==> src/rtl/cpu_pkg.sv <==
// Shared opcode/ALU codes, operand-B encodings and controller state type.
// MULTICYCLE_CTRL_BEQ_EN adds the BEQ opcode and the BRANCH state.
package cpu_pkg;

    // Opcodes double as ALU control codes for the R-type group.
    localparam logic [3:0] OpMov  = 4'b0000;
    localparam logic [3:0] OpNot  = 4'b0001;
    localparam logic [3:0] OpAdd  = 4'b0010;
    localparam logic [3:0] OpSub  = 4'b0011;
    localparam logic [3:0] OpOr   = 4'b0100;
    localparam logic [3:0] OpAnd  = 4'b0101;
    localparam logic [3:0] OpSlt  = 4'b0111;
    localparam logic [3:0] OpLi   = 4'b1001;
    localparam logic [3:0] OpLw   = 4'b1010;
    localparam logic [3:0] OpSw   = 4'b1011;
    localparam logic [3:0] OpBeq  = 4'b1100;
    localparam logic [3:0] OpHalt = 4'b1111;

    localparam logic [3:0] AluAdd = OpAdd;
    localparam logic [3:0] AluSub = OpSub;
    localparam logic [3:0] AluLi  = OpLi;

    localparam logic [1:0] SrcBReg = 2'b00;
    localparam logic [1:0] SrcBOne = 2'b01;
    localparam logic [1:0] SrcBImm = 2'b10;

    typedef enum logic [2:0] {
        StIdle   = 3'd0,
        StFetch  = 3'd1,
        StDecode = 3'd2,
        StExec   = 3'd3,
        StMem    = 3'd4,
        StWb     = 3'd5,
`ifdef MULTICYCLE_CTRL_BEQ_EN
        StBranch = 3'd6,
`endif
        StHalt   = 3'd7
    } state_e;

    function automatic logic is_rtype(logic [3:0] op);
        return op inside {OpMov, OpNot, OpAdd, OpSub, OpOr, OpAnd, OpSlt};
    endfunction

    function automatic logic is_legal(logic [3:0] op);
        logic legal;
        legal = is_rtype(op) || (op inside {OpLi, OpLw, OpSw, OpHalt});
`ifdef MULTICYCLE_CTRL_BEQ_EN
        if (op == OpBeq) legal = 1'b1;
`endif
        return legal;
    endfunction

endpackage

==> src/rtl/mem_wait_counter.sv <==
// Memory wait counter: counts cycles without mem_ready and flags the last allowed one.
// MAX = 0 disables the limit (expired never asserts).
module mem_wait_counter #(
    parameter int unsigned MAX = 0
) (
    input  logic clk,
    input  logic rst_n,
    input  logic clear,
    input  logic inc,
    output logic expired
);

    localparam int unsigned W = (MAX > 1) ? $clog2(MAX) : 1;

    logic [W-1:0] cnt_q, cnt_d;

    // Expired marks the MAX-th waiting cycle, so the count never needs to exceed MAX-1.
    assign expired = (MAX != 0) && (cnt_q == W'(MAX - 1));

    always_comb begin
        cnt_d = cnt_q;
        if (clear) begin
            cnt_d = '0;
        end else if (inc && !expired) begin
            cnt_d = cnt_q + W'(1);
        end
    end

    always_ff @(posedge clk or negedge rst_n) begin
        if (!rst_n) begin
            cnt_q <= '0;
        end else begin
            cnt_q <= cnt_d;
        end
    end

endmodule

==> src/rtl/multicycle_ctrl.sv <==
// Multi-cycle control FSM for the single-ALU datapath (fetch/decode/exec/mem/wb).
// MULTICYCLE_CTRL_BEQ_EN enables BEQ decoding and the BRANCH state.
module multicycle_ctrl
    import cpu_pkg::*;
#(
    parameter int unsigned IMEM_WAIT_MAX = 0
) (
    input  logic       clk,
    input  logic       rst_n,
    input  logic [3:0] opcode,
    input  logic       zero,
    input  logic       mem_ready,
    output logic       mem_req,
    output logic       mem_read,
    output logic       mem_write,
    output logic       ir_write,
    output logic       pc_write,
    output logic       reg_write,
    output logic       mem_to_reg,
    output logic       alu_src_a,
    output logic [1:0] alu_src_b,
    output logic [3:0] alu_op,
    output logic       illegal,
    output logic       halted,
    output logic       timeout
);

    state_e     state_q, state_d;
    logic [3:0] opcode_q;
    logic       waiting;
    logic       wait_expired;
    logic       timeout_hit;
    logic       wait_clear;

`ifndef MULTICYCLE_CTRL_BEQ_EN
    logic unused_zero;
    assign unused_zero = zero;
`endif

    assign waiting     = ((state_q == StFetch) || (state_q == StMem)) && !mem_ready;
    assign timeout_hit = waiting && wait_expired;
    // Any state change, or a timeout re-entering FETCH, starts a fresh wait window.
    assign wait_clear  = (state_d != state_q) || timeout_hit;

    mem_wait_counter #(
        .MAX (IMEM_WAIT_MAX)
    ) u_wait_cnt (
        .clk     (clk),
        .rst_n   (rst_n),
        .clear   (wait_clear),
        .inc     (waiting),
        .expired (wait_expired)
    );

    always_ff @(posedge clk or negedge rst_n) begin
        if (!rst_n) begin
            state_q  <= StIdle;
            opcode_q <= '0;
        end else begin
            state_q <= state_d;
            if (state_q == StDecode) begin
                opcode_q <= opcode;
            end
        end
    end

    always_comb begin
        state_d = state_q;
        unique case (state_q)
            StIdle: state_d = StFetch;
            StFetch: begin
                if (mem_ready) begin
                    state_d = StDecode;
                end else if (timeout_hit) begin
                    state_d = StFetch;
                end
            end
            StDecode: begin
                if (!is_legal(opcode)) begin
                    state_d = StFetch;
                end else if (opcode == OpHalt) begin
                    state_d = StHalt;
                end else begin
                    state_d = StExec;
                end
            end
            StExec: begin
                if (is_rtype(opcode_q) || (opcode_q == OpLi)) begin
                    state_d = StWb;
                end else if ((opcode_q == OpLw) || (opcode_q == OpSw)) begin
                    state_d = StMem;
`ifdef MULTICYCLE_CTRL_BEQ_EN
                end else if (opcode_q == OpBeq) begin
                    state_d = zero ? StBranch : StFetch;
`endif
                end else begin
                    state_d = StFetch;
                end
            end
            StMem: begin
                if (mem_ready) begin
                    state_d = (opcode_q == OpLw) ? StWb : StFetch;
                end else if (timeout_hit) begin
                    state_d = StFetch;
                end
            end
            StWb: state_d = StFetch;
`ifdef MULTICYCLE_CTRL_BEQ_EN
            StBranch: state_d = StFetch;
`endif
            StHalt: state_d = StHalt;
            default: state_d = StIdle;
        endcase
    end

    always_comb begin
        mem_req    = 1'b0;
        mem_read   = 1'b0;
        mem_write  = 1'b0;
        ir_write   = 1'b0;
        pc_write   = 1'b0;
        reg_write  = 1'b0;
        mem_to_reg = 1'b0;
        alu_src_a  = 1'b0;
        alu_src_b  = SrcBReg;
        alu_op     = '0;
        illegal    = 1'b0;
        halted     = 1'b0;
        timeout    = 1'b0;
        unique case (state_q)
            StIdle: ;
            StFetch: begin
                mem_req   = 1'b1;
                mem_read  = 1'b1;
                alu_src_b = SrcBOne;
                alu_op    = AluAdd;
                ir_write  = mem_ready;
                pc_write  = mem_ready;
                timeout   = timeout_hit;
            end
            StDecode: illegal = !is_legal(opcode);
            StExec: begin
                alu_src_a = 1'b1;
                if (opcode_q == OpLi) begin
                    alu_op    = AluLi;
                    alu_src_b = SrcBImm;
                end else if ((opcode_q == OpLw) || (opcode_q == OpSw)) begin
                    alu_op    = AluAdd;
                    alu_src_b = SrcBImm;
                end else if (opcode_q == OpBeq) begin
                    alu_op    = AluSub;
                    alu_src_b = SrcBReg;
                end else begin
                    alu_op    = opcode_q;
                    alu_src_b = SrcBReg;
                end
            end
            StMem: begin
                // Address operands stay selected for the whole request.
                mem_req   = 1'b1;
                mem_read  = (opcode_q == OpLw);
                mem_write = (opcode_q == OpSw);
                alu_src_a = 1'b1;
                alu_src_b = SrcBImm;
                alu_op    = AluAdd;
                timeout   = timeout_hit;
            end
            StWb: begin
                reg_write  = 1'b1;
                mem_to_reg = (opcode_q == OpLw);
            end
`ifdef MULTICYCLE_CTRL_BEQ_EN
            StBranch: begin
                alu_src_b = SrcBImm;
                alu_op    = AluAdd;
                pc_write  = 1'b1;
            end
`endif
            StHalt: halted = 1'b1;
            default: ;
        endcase
    end

endmodule

==> config.mk <==
export PLATFORM = sky130hd
export DESIGN_NAME = multicycle_ctrl
export DESIGN_NICKNAME = d
export VERILOG_FILES = /design/src/rtl/cpu_pkg.sv /design/src/rtl/mem_wait_counter.sv /design/src/rtl/multicycle_ctrl.sv
export SDC_FILE = /design/constraint.sdc
export NUM_CORES = 1
export LEC_CHECK = 0
export BUFFER_PORTS_ARGS = -buffer_cell sky130_fd_sc_hd__buf_2
export CAP_MARGIN = 20
export CORE_MARGIN = 4
export CORE_UTILIZATION = 38
export DETAILED_ROUTE_END_ITERATION = 7
export PLACE_DENSITY = 0.7
export SETUP_SLACK_MARGIN = 0.4
export SLEW_MARGIN = 25
export SYNTH_ARGS = -nofsm -noshare
export SYNTH_HDL_FRONTEND = slang
export SYNTH_SLANG_ARGS = --single-unit
==> constraint.sdc <==
create_clock -name clk -period 1.7 [get_ports clk]
set_clock_uncertainty 0.1 [all_clocks]
set_input_delay 0.51 -clock clk [delete_from_list [all_inputs] [get_ports clk]]
set_output_delay 0.51 -clock clk [all_outputs]
set_load 0.01 [all_outputs]
Word-level counts from Yosys, hierarchy flattened:

Cells that the tools add are included.

* register bits: 7
* word-level logic and storage cells: 68
* input bits: 8
* output and inout port bits: 17

* mux-type cells: 24
* reductions and logical operators: 14
* eq/ne operators: 28

Operators with widths (count)
* $eq A4 B4 Y1 const B: 8
* $eq A4 B3 Y1 const B: 6
* $mux W3: 7
* $pmux W3 S6: 1
* $eq A4 B2 Y1 const B: 4
* $reduce_bool A7 Y1: 2
* $mux W4: 3
* $eq A3 B3 Y1 const B: 3
* $eq A4 B1 Y1 const B: 2
* $logic_not A4 Y1: 2
* $mux W1: 8
* $pmux W4 S2: 1
* $eq A3 B2 Y1 const B: 2
* $pmux W2 S3: 1
* $reduce_or A2 Y1: 3
* $mux W2: 2
* $ne A2 B2 Y1 const B: 2
* $reduce_bool A4 Y1: 1
* $eq A3 B1 Y1 const B: 1
* $logic_not A3 Y1: 1
* $logic_or A1 B1 Y1: 3
* $pmux W1 S2: 1
* $reduce_and A2 Y1: 1
* $logic_not A1 Y1: 1

Logic depth before layout (Yosys ltp):

Gate-level depths: netlist (run 1).

* word-level depth: 5
* mapped depth: 5

Modules after synthesis:

Synthesis (run 1) repeated with hierarchy kept, for this count alone.

* cells, all modules: 75
* area total of the unflattened synthesis: 680.7 sq um

Modules (own cells, without submodules)
* multicycle_ctrl: instances 1, cells each 73, sequential area each 175.2 sq um, area each 669.4 sq um
* mem_wait_counter: instances 1, cells each 2, sequential area each 0.0 sq um, area each 11.3 sq um

Worst setup path before layout (run 1):

Ideal clock, no wire load.

* kind: flip-flop to output port
* from: reg state_q[2]
* to: out pc_write
* setup slack: -0.119 ns
* path buffers: 1
* cell stages (with the launch flop): 5
* arrival: 1.209 ns
* cell sequence: dfrtp_1 > nand2b_1 > nor2_1 > and2_1 > buf_4

* cells in the longest elaborated chain, start to end: 2

RTL lines
* from (decl): RTL line multicycle_ctrl.sv:28 `state_e state_q, state_d;`
* from (signal assigned): RTL line multicycle_ctrl.sv:57 `state_q <= StIdle;`
* from (signal assigned): RTL line multicycle_ctrl.sv:60 `state_q <= state_d;`
* $eq A3 B1 Y1
* $mux W1
* to (decl): RTL line multicycle_ctrl.sv:17 `output logic pc_write,`

Every way passes these cells.

Worst setup path in the final report (run 1):

* from: reg opcode_q[2]
* to: out mem_read

* cells in the longest elaborated chain, start to end: 2

RTL lines
* from (decl): RTL line multicycle_ctrl.sv:29 `logic [3:0] opcode_q;`
* from (signal assigned): RTL line multicycle_ctrl.sv:62 `opcode_q <= opcode;`
* $eq A4 B4 Y1: RTL line multicycle_ctrl.sv:161 `mem_read = (opcode_q == OpLw);`
* $pmux W1 S2: RTL line multicycle_ctrl.sv:130 `unique case (state_q)`
* to (decl): RTL line multicycle_ctrl.sv:14 `output logic mem_read,`

Every way passes these cells.

==> impl_results.md, run 1 <==
* Sequential share of the synthesized area at 31.25%
* Pre-CTS setup slack at -0.1073 ns
* Die footprint at 2153 µm²
* Yosys warnings at 0
* Area Overhead vs Synth at 122.5%
* Synth Area in Compound Gates at 25.22%
* Post-route cell area at 1247 µm²
* CP Cell Sequence: nand3b_1, or3_1, a21oi_2, buf_2
* Count of cell types in the netlist at 30
* Crit path arrival time at 1.46 ns
* CTS tree: yes
* Worst-path cell with the longest stage delay: dfrtp_1
* Max_cap viols at 0
* Slew Viols, Final at 0
* I/O pins at 25
* CP Capture Type: output pin
* Post-synth EDFFs at 0
* Worst Hold Class: in -> reg
* Syn_nets at 78
* Worst setup SP type: register
* Layout cells sized above 1 at 73.85%
* Congestion Overflow GR at 0
* Starting density of the core at 41.52%
* Largest net degree at the start of global routing at 10
* Pwr per Cell Area at 2004 nW/µm²
* DR iter-0 viols at 12
* Status: finished with violations
* Worst path depth at 4
* FF-to-FF path depth at 9
* Mux share of post-synthesis cell area at 7.813%
* Fin cells at 145
* # port buffers at 22
* Post-DRT Antenna Nets at 0
* Failing checks: negative setup slack
* Crit Reg-Reg Endpoint: state_q[2]
* Fmax at 483.3 MHz
* Mapped Cells at 70
* Root buffer cell: clkbuf_4
* Final hold violations at 0
* Largest family of logic cells by synthesized area: simple AND/OR/NAND/NOR gates
* Final setup viols at 17
* First-pass GRT wire length at 3698 µm
* Post-Syn Area at 560.5 µm²
* Tcrit/Tclk final at 121.7%
* P_leak at 0.5900 nW
* Setup ws final at -0.3690 ns
* Tmin final at 2.069 ns
* Layout Nets at 139
* # diodes at 0
* Maximum vdd drop at 1.216 mV
* Crit path largest cell delay at 0.37 ns
* Hold Path Sink: opcode_q[2]
* Final wirelength at 2851 µm
* CTS max path bufs at 2
* Clock transition at the registers of the reported paths at 0.05 ns
* Worst reg-to-reg setup slack at -0.11 ns
* Total Routing Usage GR at 24.52%
* Cells after DPL at 126
* Hold Path Cell Cnt at 2
* CP required at 1.09 ns
* Chip width at 46.41 µm
* Maximum fanout along the worst path at 2
* Detail Placement HPWL at 1423 µm
* RD Place Congestion at 0.8529
* Initial antenna violation count at 0
* H-tree Lvls at 1
* Buf/Inv on CP at 1
* CP top delay family: simple AND/OR/NAND/NOR gates
* # clock sinks at 7
* Post-Syn Area per Cell at 8.008 µm²
* DRT Pass-1 Iters at 4
* Post-Synth Adder-Cell Area at 0%
* Cell Rows at 13
* Min-Delay Startpoint: opcode[2]
* Async set or reset register ratio after synthesis at 100.0%
* CP Class: reg -> out
* RSZ-0062 raised after global routing: yes
* WL/cell at 19.66 µm
* CTS Buf Count at 3
* Post-Synth XOR/XNOR Area at 0%
* Worst-Skew Late Latency at 0.25 ns
* Vias in the first global route at 784
* Top_reg_cell synth: dfrtp_1
* Detailed-route via count at 813
* #FFs+latches synth at 7
* Area after DPL at 869.6 µm²
* Remaining DRCs at 0
* Simple-gate share of the synthesized area at 27.68%
* Die height at 46.41 µm
* Final Util at 92.40%
* Via/cell ratio at 5.607
* Core area at 1350 µm²
* Worst r2r src: state_q[0]
-- cell usage in the layout, fill, tap and decap left out, types with 2 or more instances in the layout --
cell / instances
mux2_4: 3
inv_2: 2
nor2_4: 5
a211oi_2: 2
buf_4: 23
buf_6: 21
buf_2: 16
nand2_2: 2
a21oi_2: 2
nor2_1: 4
dfrtp_1: 3
dfrtp_2: 4
o22ai_1: 2
nand2b_4: 2
nand3b_1: 2
clkbuf_4: 3
o21ai_1: 4
nand2_1: 5
-- where the power goes --
| group | internal (mW) | total (mW) | switching (mW) | leakage [nW] |
|---|---|---|---|---|
| Clock | 0.0897 | 0.153 | 0.0630 | 0.0150 |
| Combinational | 1.04 | 1.99 | 0.953 | 0.495 |
| Sequential | 0.257 | 0.354 | 0.0975 | 0.0801 |
-- repair_timing --
item,4_1_cts,5_1_grt
setup endpoints to repair,22,23
pin swaps,8,5
cloned,0,0
buffers inserted,8,6
hold buffers,1,0
hold endpoints to repair,7,0
resized for setup,38,18
-- logic make-up (layout without fill, tap and decap cells) --
kind of cell    after synthesis  in the layout
simple gates                 30             30
compound gates               20             20
buf+inv                       8             68
flops                         7              7
mux                           4              4
other cells                   1              1
-- synthesized netlist by cell type, drive strengths merged, types with 3 or more instances --
master,count,area (µm²)
buf,5,30.02
mux2,3,33.78
nor2,9,36.29
a21oi,4,20.02
o21ai,4,20.02
nand2,8,32.54
inv,3,11.26
dfrtp,7,175.2
-- state kept, by name, indices dropped and copies added, names as in the netlist --
register	count
state_q	3
opcode_q	4
-- final cells by class --
type / count / area (µm²)
Inverter: 3 / 11.26
Fill cell: 55 / 102.6
Tap cell: 15 / 18.77
Timing Repair Buffer: 61 / 499.2
Multi-Input combinational cell: 55 / 511.7
Sequential cell: 7 / 180.2
Clock buffer: 4 / 26.28
-- per-layer routing --
layer	part of all wire [%]	track usage (%)	vias to the layer above	wire length (µm)
li1	-	-	369	-
met1	40	26.59	413	1134
met2	54	46.70	25	1529
met3	4.5	5.859	6	127
met4	2.1	5.682	0	60
met5	0	0	-	0
-- worst max-delay path by stage --
stage	from	slack (ns)	to
detailed placement	opcode[1]	-0.11	illegal
global route	opcode_q[2]	-0.43	mem_read
CTS	opcode_q[2]	-0.31	mem_read
finish	opcode_q[2]	-0.37	mem_read
global placement	opcode[1]	-0.06	illegal
floorplan	opcode_q[2]	-0.03	mem_read
-- through the flow --
step | hold slack (ns) | power, mW | setup TNS [ns]
finish | 0.4581 | 2.500 | -3.831
global route | 0.4521 | 2.619 | -4.666
CTS | 0.4230 | 2.098 | -3.075
detailed placement | 0.2519 | 1.538 | -0.1582
global placement | 0.2500 | 1.496 | -0.09770
floorplan | 0.1144 | 1.026 | -0.05525
-- worst register-to-register path, stage by stage (launching register included) --
cell	delay (ns)
dfrtp_2	0.41
buf_6	0.14
nand2b_4	0.16
buf_6	0.12
buf_6	0.10
buf_6	0.10
buf_6	0.11
nor4_4	0.23
a211oi_2	0.07
a211oi_2	0.18
Note: power is estimated with default switching activity, not from simulation.
==> inputs of run 2 (changes only) <==
Settings changed: PLACE_DENSITY 0.7 to 0.68, SYNTH_HIERARCHICAL set to 1.
==> impl_results.md, run 2 <==
* Maximum fanout along the worst path at 6 (+4)
* Post-Syn Area at 655.6 µm² (+17%)
* Root buffer cell: clkbuf_4
* FF-to-FF path depth at 5 (-4)
* Initial antenna violation count at 0 (unchanged)
* Pwr per Cell Area at 1844 nW/µm² (-8.0%)
* RD Place Congestion at 0.8088 (-5.2%)
* P_leak at 0.5734 nW (-2.8%)
* Post-Syn Area per Cell at 9.234 µm² (+15%)
* Layout cells sized above 1 at 72.88% (-0.96 points)
* RSZ-0062 raised after global routing: yes
* Die footprint at 2454 µm² (+14%)
* CP Capture Type: output pin
* Setup crit start: state_q[1]
* Chip width at 49.54 µm (+6.7%)
* Total power at 2.109 mW (-16%)
* Worst reg-to-reg setup slack at 0.12 ns (+0.23 ns)
* Buf/Inv on CP at 1 (unchanged)
* # clock sinks at 7 (unchanged)
* Biggest register: opcode_q
* Total Routing Usage GR at 14.93% (-9.6 points)
* Post-DRT Antenna Nets at 0 (unchanged)
* Die height at 49.54 µm (+6.7%)
* Tmin final at 2.008 ns (-0.06073 ns)
* Worst path depth at 3 (-1)
* Cell Rows at 14 (+1)
* Largest registers: opcode_q x4, state_q x3
* Min-Delay Startpoint: opcode[0]
* Cells after DPL at 116 (-7.9%)
* Hold_ws at 0.4089 ns (-0.04920 ns)
* Max reg flops at 4 (unchanged)
* Clock transition at the registers of the reported paths at 0.06 ns (about the same)
* Worst setup SP type: register
* Worst-path cell with the longest stage delay: dfrtp_2
* Worst Setup EP: alu_src_b[1]
* Failing checks: negative setup slack
* Syn_nets at 79 (+1.3%)
* Tcrit/Tclk final at 118.1% (-3.6 points)
* Core area at 1559 µm² (+15%)
* Fmax at 497.9 MHz (+3.0%)
* CP Class: reg -> out
* Crit path largest cell delay at 0.45 ns (+0.08 ns)
* DR iter-0 viols at 4 (-8)
* Max_cap viols at 0 (unchanged)
* CTS max path bufs at 2 (unchanged)
* # diodes at 0 (unchanged)
* Final-layout fill cell count at 116 (+110%)
* CP top delay family: flip-flops
* Mapped Cells at 71 (+1.4%)
* Fin cells at 134 (-7.6%)
* Commonest non-fill, non-tap cell in the layout: buf_2
* Status: finished with violations
* Pre-CTS setup slack at -0.1524 ns (-0.04507 ns)
* Crit Reg-Reg Endpoint: opcode_q[3]
* H-tree Lvls at 1 (unchanged)
* CP required at 1.09 ns (about the same)
* Detail Placement HPWL at 1260 µm (-11%)
* # port buffers at 22 (unchanged)
* Final setup viols at 16 (-1)
* Starting density of the core at 42.05% (+0.53 points)
* Detailed-route via count at 687 (-15%)
* Maximum vdd drop at 1.006 mV (-17%)
* CTS Buf Count at 3 (unchanged)
* Most frequent cells in the layout: 19 x buf_2, 18 x buf_4, 10 x buf_6
* Setup ws final at -0.3082 ns (+0.06073 ns)
* CTS tree: yes
* Remaining DRCs at 0 (unchanged)
* Largest net degree at the start of global routing at 10 (unchanged)
* First-pass GRT wire length at 2739 µm (-26%)
* Congestion Overflow GR at 0 (unchanged)
* Slew Viols, Final at 0 (unchanged)
* I/O pins at 25 (unchanged)
* Worst r2r src: state_q[0]
* Final Util at 73.35% (-19 points)
* Layout Nets at 127 (-8.6%)
* WL/cell at 13.00 µm (-34%)
* Worst-Skew Late Latency at 0.27 ns (+0.02 ns)
* Area Overhead vs Synth at 74.43%
* Worst Hold Class: in -> reg
* Final hold violations at 0 (unchanged)
* CP Cell Sequence: or3b_4, o31ai_4, buf_2
* Final wirelength at 1742 µm (-39%)
* Vias in the first global route at 663 (-15%)
* DRT Pass-1 Iters at 2 (-2)
* Via/cell ratio at 5.127 (-8.6%)
* Crit path arrival time at 1.40 ns (-0.06 ns)
* Yosys warnings at 6 (+6)
==> run 2: cell count changes in the layout (fill, tap and decap cells not counted), sizes merged, moves of 2 or more <==
| cell | delta |
|---|---|
| buf | -11 |
| nor2 | -5 |
| nor3b | +4 |
| nand2 | -3 |
| a21o | +2 |
| and3b | +2 |
| nor2b | -2 |
| nor4 | -2 |
| o21bai | -2 |
==> run 2: what timing repair did <==
action / 4_1_cts / 5_1_grt
gates resized for setup: 23 / 2
setup buffers: 11 / 2
setup endpoints to repair: 22 / 22
hold buffers: 1 / 0
pin swaps: 5 / 3
hold endpoints to repair: 7 / 0
cloned: 0 / 0
==> run 2: worst min-delay path by stage <==
stage | end | slack, ns | cells past startpoint
after floorplan | opcode_q[0] | 0.11 | 0
after global routing | opcode_q[0] | 0.41 | 3
final | opcode_q[0] | 0.41 | 3
after global placement | state_q[1] | 0.25 | 1
after CTS | opcode_q[0] | 0.40 | 3
after detailed placement | state_q[1] | 0.25 | 1
==> run 2: through the flow <==
stage	cell area, µm²	TNS, ns
6_report	1144	-3.788
5_1_grt	1144	-4.903
4_1_cts	1111	-3.929
3_5_place_dp	915.9	-0.4075
3_3_place_gp	915.9	-0.3338
2_1_floorplan	755.7	0
==> run 2: final cells by class <==
class / instances / area, µm² / area share, %
well taps: 16 / 20.02 / 1.751
flip-flops and latches: 7 / 183.9 / 16.08
inverters: 4 / 15.01 / 1.313
clock inverters: 1 / 5.005 / 0.4376
multi-input cells: 53 / 504.2 / 44.09
clock buffers: 3 / 22.52 / 1.969
repair buffers: 50 / 392.9 / 34.35
==> run 2: worst reg2reg max path, stage by stage, from the launching register on <==
cell,delay [ns]
dfrtp_2,0.45
buf_4,0.16
nor3b_4,0.22
buf_4,0.14
buf_6,0.10
mux2_4,0.28
==> run 2: metal layers <==
metal	GRT usage, %	vias up	share of wire (%)
li1	-	345	-
met3	3.614	6	3.7
met2	25.11	16	51
met5	0	-	0
met1	16.64	320	42
met4	9.677	0	2.5
==> run 2: where the power goes <==
part           leakage, nW  internal [mW]  switching (mW)
clock network       0.0177         0.0866          0.0728
registers           0.0769          0.260           0.160
logic                0.479          0.896           0.634
total                0.573           1.24           0.867
==> inputs of run 3 (changes only) <==
Settings changed: CTS_CLUSTER_DIAMETER set to 120, SKIP_LAST_GASP set to 1.
==> impl_results.md, run 3 (synthesized netlist as in run 2, its figures left out) <==
* Chip width at 49.54 µm (unchanged)
* Detailed-route via count at 691 (+0.58%)
* Detail Placement HPWL at 1260 µm (unchanged)
* Area Overhead vs Synth at 73.28%
* Routed wire length on met2 at 914 µm (+2.0%)
* CP Capture Type: output pin
* Comb pwr share at 72.1% (-0.4 points)
* Status: finished with violations
* Max reg flops at 4 (unchanged)
* Worst path depth at 3 (unchanged)
* CTS max path bufs at 2 (unchanged)
* Remaining DRCs at 0 (unchanged)
* CP top delay family: flip-flops
* Layout cells sized above 1 at 72.88% (unchanged)
* Final hold violations at 0 (unchanged)
* Hold Path Cell Cnt at 3 (unchanged)
* Congestion Overflow GR at 0 (unchanged)
* Worst-path cell with the longest stage delay: dfrtp_2
* Final wirelength at 1767 µm (+1.4%)
* Starting density of the core at 42.05% (unchanged)
* Worst Setup EP: alu_src_b[1]
* # clock sinks at 7 (unchanged)
* P_leak at 0.5685 nW (-0.86%)
* Hold_ws at 0.4090 ns (+0.0001090 ns)
* Switching Share at 41.42% (+0.31 points)
* RD Place Congestion at 0.8088 (unchanged)
* Layout Nets at 127 (unchanged)
* Cell Rows at 14 (unchanged)
* Tmin final at 2.008 ns (-0.0001450 ns)
* Core area at 1559 µm² (unchanged)
* Clock transition at the registers of the reported paths at 0.06 ns (about the same)
* Setup ws final at -0.3081 ns (+0.0001450 ns)
* Largest net degree at the start of global routing at 10 (unchanged)
* Total power at 2.090 mW (-0.90%)
* CP Cell Sequence: or3b_4, o31ai_4, buf_2
* CP Class: reg -> out
* Pre-CTS setup slack at -0.1524 ns (unchanged)
* FF-to-FF path depth at 5 (unchanged)
* Biggest register: opcode_q
* Tcrit/Tclk final at 118.1% (about the same)
* CTS tree: yes
* Area after DPL at 915.9 µm² (unchanged)
* Crit path arrival time at 1.40 ns (about the same)
* Via/cell ratio at 5.157 (+0.58%)
* WL/cell at 13.19 µm (+1.4%)
* Largest registers: opcode_q x4, state_q x3
* Final Util at 72.87% (-0.48 points)
* DR iter-0 viols at 5 (+1)
* Max_cap viols at 0 (unchanged)
* Worst setup SP type: register
* Post-route cell area at 1136 µm² (-0.66%)
* CTS Buf Count at 3 (unchanged)
* RSZ-0062 raised after global routing: yes
* Post-DRT Antenna Nets at 0 (unchanged)
* Buf/Inv on CP at 1 (unchanged)
* Pwr per Cell Area at 1840 nW/µm² (-0.25%)
* Die height at 49.54 µm (unchanged)
* Final-layout fill cell count at 119 (+2.6%)
* # diodes at 0 (unchanged)
* Final setup viols at 16 (unchanged)
* Clock share of power at 7.6% (about the same)
* CP required at 1.09 ns (about the same)
* Most frequent cells in the layout: 19 x buf_2, 19 x buf_4, 9 x buf_6
* Initial antenna violation count at 0 (unchanged)
* Setup crit start: state_q[1]
* Worst-Skew Late Latency at 0.27 ns (about the same)
* First-pass GRT wire length at 2760 µm (+0.77%)
* Die footprint at 2454 µm² (unchanged)
* Total Routing Usage GR at 15.06% (+0.13 points)
* Worst Hold Class: in -> reg
* Root buffer cell: clkbuf_4
* Top layer used by detailed routing: met4
* M1 WL at 744 µm (+0.95%)
* Failing checks: negative setup slack
* Switching power at 865.6 µW (-0.16%)
* Worst r2r src: state_q[0]
* Fmax at 498.0 MHz (about the same)
* Cell-internal power at 1.224 mW (-1.4%)
* H-tree Lvls at 1 (unchanged)
* I/O pins at 25 (unchanged)
* Crit path largest cell delay at 0.45 ns (about the same)
* Slew Viols, Final at 0 (unchanged)
* Maximum fanout along the worst path at 6 (unchanged)
* DR WL met3 at 64 µm (unchanged)
* Maximum vdd drop at 0.9727 mV (-3.4%)
* # port buffers at 22 (unchanged)
* Worst reg-to-reg setup slack at 0.12 ns (about the same)
* Sequential Power Share at 20.3% (+0.4 points)
* DRT Pass-1 Iters at 2 (unchanged)
* Crit Reg-Reg Endpoint: opcode_q[3]
* Vias in the first global route at 669 (+0.90%)
run 3: cell counts in the layout (fill, tap and decap cells not counted):
Identical to the previous run, type by type.
run 3: area by class of cell:
class                   instances  area [µm²]  share of cell area, %
flip-flops and latches          7       183.9                  16.19
clock buffers                   3       22.52                  1.982
clock inverters                 1       5.005                 0.4405
multi-input cells              53       500.5                  44.05
inverters                       4       15.01                  1.322
well taps                      16       20.02                  1.762
repair buffers                 50       389.1                  34.25
run 3: worst register-to-register path, delay by kind of cell, from the launching register on:
| kind | cells | cell delay (ns) |
|---|---|---|
| DFF | 1 | 0.45 |
| and+or+nand+nor | 1 | 0.22 |
| buffers and inverters | 3 | 0.40 |
| muxes | 1 | 0.28 |
run 3: metrics by stage:
stage / TNS (ns) / std cells
5_1_grt: -4.903 / 134
6_report: -3.795 / 134
3_3_place_gp: -0.3338 / 116
2_1_floorplan: 0 / 71
3_5_place_dp: -0.4075 / 116
4_1_cts: -3.945 / 132
run 3: timing repair:
item,in CTS,in global routing
endpoints found under the hold margin,7,0
hold buffers,1,0
setup endpoints to repair,22,22
pin swaps,5,3
gates resized for setup,20,3
setup buffers,11,2
run 3: worst min path at each step:
stage	startpoint	to	slack [ns]
floorplan	rst_n	opcode_q[0]	0.11
global placement	rst_n	state_q[1]	0.25
detailed placement	rst_n	state_q[1]	0.25
CTS	opcode[0]	opcode_q[0]	0.40
global route	opcode[0]	opcode_q[0]	0.41
finish	opcode[0]	opcode_q[0]	0.41
run 3: power groups by stage:
stage          Clock, mW  Sequential (mW)  Combinational (mW)
5_1_grt            0.182            0.436                1.62
4_1_cts            0.164            0.414                1.45
3_3_place_gp           0            0.420                1.11
6_report           0.159            0.423                1.51
2_1_floorplan          0            0.316               0.950
3_5_place_dp           0            0.423                1.12
run 3: per-layer routing:
metal / vias to the layer above / global-route usage, %
li1: 346 / -
met1: 323 / 16.45
met2: 16 / 25.77
met3: 6 / 3.614
met4: 0 / 9.677
met5: - / 0
